===== config.mk =====
export PLATFORM = sky130hd
export DESIGN_NAME = tdc_therm_decoder
export DESIGN_NICKNAME = d
export VERILOG_FILES = /design/src/rtl/tdc_therm_decoder.sv
export SDC_FILE = /design/constraint.sdc
export NUM_CORES = 1
export LEC_CHECK = 0
export ABC_AREA = 1
export CAP_MARGIN = 20
export CORE_MARGIN = 5
export CORE_UTILIZATION = 60
export DETAILED_ROUTE_END_ITERATION = 6
export GPL_TIMING_DRIVEN = 0
export PLACE_DENSITY = 0.83
export SLEW_MARGIN = 25
export SYNTH_ARGS = -nofsm -noshare
export SYNTH_HDL_FRONTEND = slang
export SYNTH_SLANG_ARGS = --single-unit

===== constraint.sdc =====
create_clock -name clk -period 8.85 [get_ports clk]
set_input_delay 1.77 -clock clk [delete_from_list [all_inputs] [get_ports clk]]
set_output_delay 1.77 -clock clk [all_outputs]
set_load 0.02 [all_outputs]

===== src/rtl/tdc_therm_decoder.sv =====
// -----------------------------------------------------------------------------
// tdc_therm_decoder
//
// Purpose:
//   Controls a tapped delay-line time-to-digital converter. On a start request
//   it raises the launch edge into the delay line, samples the tap outputs,
//   passes them through a two-stage synchronizer and decodes the captured
//   thermometer code into a ones-count plus bubble and overflow flags. The
//   result is held under a valid/ready handshake. After the transfer the launch
//   edge is pulled low for RECOVER_CYC cycles so the line can settle before
//   the next measurement.
//
// Parameters:
//   N            number of delay-line taps (4..256)
//   CW           width of the count output, $clog2(N+1) by default
//   RECOVER_CYC  cycles spent in RECOVER with launch low (1..255)
//
// Ports:
//   clk       in   sole clock, rising edge
//   rst_n     in   asynchronous active-low reset
//   start     in   measurement request, only honoured in IDLE
//   launch    out  registered edge driven into the delay-line input
//   dl_in     in   [N-1:0] tap outputs, bit 0 nearest the launch point
//   valid     out  decoded result available
//   ready     in   consumer accepts the result (only meaningful in HOLD)
//   count     out  [CW-1:0] number of ones in the captured code
//   bubble    out  captured code is not a clean thermometer code
//   overflow  out  captured code is all ones
// -----------------------------------------------------------------------------
module tdc_therm_decoder #(
  parameter int unsigned N           = 64,
  parameter int unsigned CW          = $clog2(N + 1),
  parameter int unsigned RECOVER_CYC = 4
) (
  input  logic          clk,
  input  logic          rst_n,
  input  logic          start,
  output logic          launch,
  input  logic [N-1:0]  dl_in,
  output logic          valid,
  input  logic          ready,
  output logic [CW-1:0] count,
  output logic          bubble,
  output logic          overflow
);

  typedef enum logic [2:0] {
    S_IDLE    = 3'd0,
    S_LAUNCH  = 3'd1,
    S_CAPT    = 3'd2,
    S_DEC     = 3'd3,
    S_HOLD    = 3'd4,
    S_RECOVER = 3'd5
  } state_t;

  // The recovery counter starts one below RECOVER_CYC; the cycle on which it
  // reads zero is the last RECOVER cycle, giving exactly RECOVER_CYC cycles.
  localparam logic [7:0] REC_LOAD = 8'(RECOVER_CYC - 1);

  state_t          r_state;
  state_t          w_state_nxt;

  logic [N-1:0]    r_stage1;
  logic [N-1:0]    r_stage2;
  logic [7:0]      r_rec_cnt;

  logic            r_launch;
  logic            r_valid;
  logic [CW-1:0]   r_count;
  logic            r_bubble;
  logic            r_overflow;

  logic [CW-1:0]   w_pop;
  logic            w_bubble;
  logic            w_seen_zero;
  logic            w_all_ones;
  logic            w_xfer;

  // ---------------------------------------------------------------------------
  // Decode of the synchronized code. A bubble is any 1 found above a 0 when
  // scanning from the launch end; the popcount is taken regardless so that a
  // bubbled code still produces a usable count.
  // ---------------------------------------------------------------------------
  always_comb begin
    w_pop       = '0;
    w_bubble    = 1'b0;
    w_seen_zero = 1'b0;
    for (int unsigned i = 0; i < N; i++) begin
      w_pop = w_pop + CW'(r_stage2[i]);
      if (r_stage2[i] && w_seen_zero) begin
        w_bubble = 1'b1;
      end
      if (!r_stage2[i]) begin
        w_seen_zero = 1'b1;
      end
    end
  end

  assign w_all_ones = &r_stage2;
  assign w_xfer     = (r_state == S_HOLD) && ready;

  // ---------------------------------------------------------------------------
  // Next-state logic
  // ---------------------------------------------------------------------------
  always_comb begin
    w_state_nxt = r_state;
    case (r_state)
      S_IDLE:    if (start) w_state_nxt = S_LAUNCH;
      S_LAUNCH:  w_state_nxt = S_CAPT;
      S_CAPT:    w_state_nxt = S_DEC;
      S_DEC:     w_state_nxt = S_HOLD;
      S_HOLD:    if (w_xfer) w_state_nxt = S_RECOVER;
      S_RECOVER: if (r_rec_cnt == '0) w_state_nxt = S_IDLE;
      default:   w_state_nxt = S_IDLE;
    endcase
  end

  // ---------------------------------------------------------------------------
  // State, capture pipeline and result registers
  // ---------------------------------------------------------------------------
  always_ff @(posedge clk or negedge rst_n) begin
    if (!rst_n) begin
      r_state    <= S_IDLE;
      r_stage1   <= '0;
      r_stage2   <= '0;
      r_rec_cnt  <= '0;
      r_launch   <= 1'b0;
      r_valid    <= 1'b0;
      r_count    <= '0;
      r_bubble   <= 1'b0;
      r_overflow <= 1'b0;
    end else begin
      r_state <= w_state_nxt;
      case (r_state)
        S_IDLE: begin
          if (start) begin
            r_launch <= 1'b1;
          end
        end
        S_LAUNCH: begin
          r_stage1 <= dl_in;
        end
        S_CAPT: begin
          r_stage2 <= r_stage1;
        end
        S_DEC: begin
          r_count    <= w_pop;
          r_bubble   <= w_bubble;
          r_overflow <= w_all_ones;
          r_valid    <= 1'b1;
        end
        S_HOLD: begin
          // Result registers are left untouched so the last result stays
          // visible after the transfer.
          if (w_xfer) begin
            r_valid   <= 1'b0;
            r_launch  <= 1'b0;
            r_rec_cnt <= REC_LOAD;
          end
        end
        S_RECOVER: begin
          if (r_rec_cnt != '0) begin
            r_rec_cnt <= r_rec_cnt - 8'd1;
          end
        end
        default: begin
          r_launch <= 1'b0;
          r_valid  <= 1'b0;
        end
      endcase
    end
  end

  assign launch   = r_launch;
  assign valid    = r_valid;
  assign count    = r_count;
  assign bubble   = r_bubble;
  assign overflow = r_overflow;

endmodule


==> metrics <==
Die Span Y ~130 um; placeable core region between 10000 and 15000 sq um; min-delay worst type reg2reg; startpoint types flop; worst setup path category reg2reg; final hold viol count 0; number of clock sinks seen by CTS 150; total number of H-tree levels 4; later-pin clock latency in the skew report approximately 0.43 ns; pin count of the biggest net entering global routing 86; number of synthesized flops with an enable pin 0; count of buffers added by post-CTS timing repair for setup 0; transition time at the pin with the least slew margin 0.723 ns; TritonCTS Buffers 17; end of the worst hold path r_rec_cnt[0]$_DFFE_PN0P_; die footprint about 16000 sq um; number of register bits inferred by synthesis 150; final clock skew roughly 0.015 ns; cell types with the largest area share after synthesis dfrtp_1 45%, fa_1 13%, inv_1 8.0%; synthesized cell area between 8000 and 9000 sq um; Final Routed Wirelength about 18 mm; Post-CTS Hold Buffers 0; worst min-delay path startpoint r_rec_cnt[0]$_DFFE_PN0P_; slack of the worst reg-to-reg path about 2.7 ns; sequential fraction of the synthesis area a little under half; most numerous cell types in the synthesized netlist 178 x inv_1, 154 x nand2_1, 150 x dfrtp_1; Worst R2R Path Depth 20; share of synthesized registers carrying an async set or reset 100%; R2R Path End count[5]$_DFFE_PN0P_; Overall Global Routing Usage 23.8%; initial antenna violation count 0; proportion of layout cells with a drive suffix above 1 7.96%; Max Clock Freq 0.162 GHz; area share of the largest cell type after synthesis between 40 and 50%; DPL Wire Length about 13 mm; top flip-flop cell by instance count after synthesis dfrtp_1; setup repair after global routing missed its margin false; std cell rows 43; register clock-pin slew on the reported worst setup and hold paths around 0.07 ns; drt wl/cell between 10 and 15 um; gpl congestion about 0.9; number of slew-limit violations in the final report 0; fin crit share 69.9%; first-pass GRT wire length 30.3 mm; number of routed nets with antenna violations 0; layout filler cell count approximately 990; total gr overflow 0; cell depth of the worst hold path 1; iteration count of the initial detailed-routing pass 5; total placed instance area around 9300 sq um; count of placed standard cells including taps approximately 1200; most used standard cell by instance count after synthesis inv_1; final non-filler cell area 9900 sq um; cell at the root of the clock tree clkbuf_16; post_cts resized 0; run status finished, final reports clean; Area Overhead vs Synth 19.3%; drc violations 0; cell seen most often among critical-path stages fa_1; starting density of the core between 60 and 70%; TritonCTS clock tree done; cells along the critical path inv_1 > fa_1 > inv_1 > fa_1 > fa_1 > fa_1 > fa_1 > fa_1 > fa_1 > fa_1 > ha_1 > nand2_1 > nor2_1 > a211oi_1 > nor2_1 > nor2_1 > nor2_1 > nor2_1 > xor2_1 > o21ai_1; library cell occupying the most area in the post-synthesis netlist dfrtp_1; critical-path cell with the highest stage delay fa_1; synth unique cells 38; Cells after Synth approximately 940; number of placed I/O pins 79; synthesized netlist net count around 1100; worst slew margin relative to its limit between 50% and 60%; count of final setup violators 0; via count of the first global-routing pass approximately 6400; total number of nets in the final design about 1200; element type at the critical path end flop; maxcap violations 0; largest incremental delay on the critical path around 0.56 ns; maximum clock path buffer count 2; maximum fanout encountered on the critical timing path 4; count of input and output buffers around 80; number of diodes added for antenna fixing 0; number of vias after detailed routing 6322; overall die width around 130 um; count of routing violations after the opening detailed-route iteration 400; average vias per placed instance 5.12; data arrival time of the worst path approximately 6.5 ns; YS warnings 0; smallest hold slack approximately 0.48 ns; per-instance average area after synthesis between 8 and 9 sq um; shortest clock period the worst path allows after layout between 6 and 7 ns; Non-Filler Instances ~1200; sum of negative setup slack 0 ns; startpoint of the worst register-to-register path r_stage2[23]$_DFFE_PN0P_; data required time at the worst endpoint roughly 9 ns
==> worst max-delay path, delay by kind of cell, from the launching register on <==
family	cells	cell delay (ns)
flip-flops	1	0.43
XOR/XNOR	1	0.18
adder cells (fa/ha/maj)	9	4.35
AO/OA/AOI/OAI	2	0.41
buffers and inverters	2	0.17
AND/OR/NAND/NOR	6	0.50
==> layout make-up <==
cell class	instances	area (sq um)	area share, %
plain buffers	27	109	1.10
inverters	189	709	7.16
multi-input cells	578	3730	37.7
well taps	180	225	2.27
repair buffers	79	813	8.21
clock inverters	15	135	1.36
flip-flops and latches	150	3750	37.9
clock buffers	17	425	4.30
==> worst max-delay path by stage <==
stage          slack, ns                        to                startpoint  depth (start not counted)
2_1_floorplan       3.17      count[5]$_DFFE_PN0P_   r_stage2[0]$_DFFE_PN0P_                         20
3_3_place_gp        0.22  r_stage2[33]$_DFFE_PN0P_                     rst_n                          1
3_5_place_dp        2.70      count[5]$_DFFE_PN0P_  r_stage2[23]$_DFFE_PN0P_                         20
4_1_cts             2.68      count[5]$_DFFE_PN0P_  r_stage2[23]$_DFFE_PN0P_                         20
5_1_grt             2.41      count[5]$_DFFE_PN0P_  r_stage2[23]$_DFFE_PN0P_                         20
6_report            2.66      count[5]$_DFFE_PN0P_  r_stage2[23]$_DFFE_PN0P_                         20
==> per-stage QoR <==
| stage | worst slack (ns) | utilization (%) |
|---|---|---|
| 2_1_floorplan | 3.17 | - |
| 3_3_place_gp | 0.217 | 67.9 |
| 3_5_place_dp | 2.70 | 68.1 |
| 4_1_cts | 2.68 | 72.2 |
| 5_1_grt | 2.41 | 72.2 |
| 6_report | 2.66 | 72.2 |
==> registers in the layout, summed over array words and instances (netlist names) <==
name and flops:
r_stage1 64, r_stage2 64, r_rec_cnt 8, count 7, r_state 3, bubble 1, launch 1, overflow 1
valid 1
==> layout by cell type, fill, tap and decap left out, types with 17 or more instances in the layout <==
cell type          n
ha_1              19
clkdlybuf4s50_1   77
o21ai_0           66
fa_1              54
nor2_1           120
inv_1            178
clkbuf_16         17
dfrtp_1          150
nand3_1           17
nand2_1          154
a21oi_1           72
clkbuf_1          18
==> kinds of logic after synthesis <==
group	count (synthesis)	synth area share, %
flip-flops	150	45.2
XOR/XNOR	4	0.422
adder cells (fa/ha/maj)	73	15.9
multiplexers	12	1.63
AND/OR/NAND/NOR	337	17.5
buffers and inverters	216	9.86
AO/OA/AOI/OAI	152	9.48
==> metal layers <==
layer / track usage, % / part of all wire [%] / vias to the layer above
li1: - / - / 3078
met1: 32.3 / 45 / 3036
met2: 38.1 / 48 / 185
met3: 5.43 / 5.7 / 23
met4: 8.80 / 1.4 / 0
met5: 0 / 0 / -
Power is not shown: default switching activity piles up to over one toggle a cycle in this logic, so the estimate is an artifact.
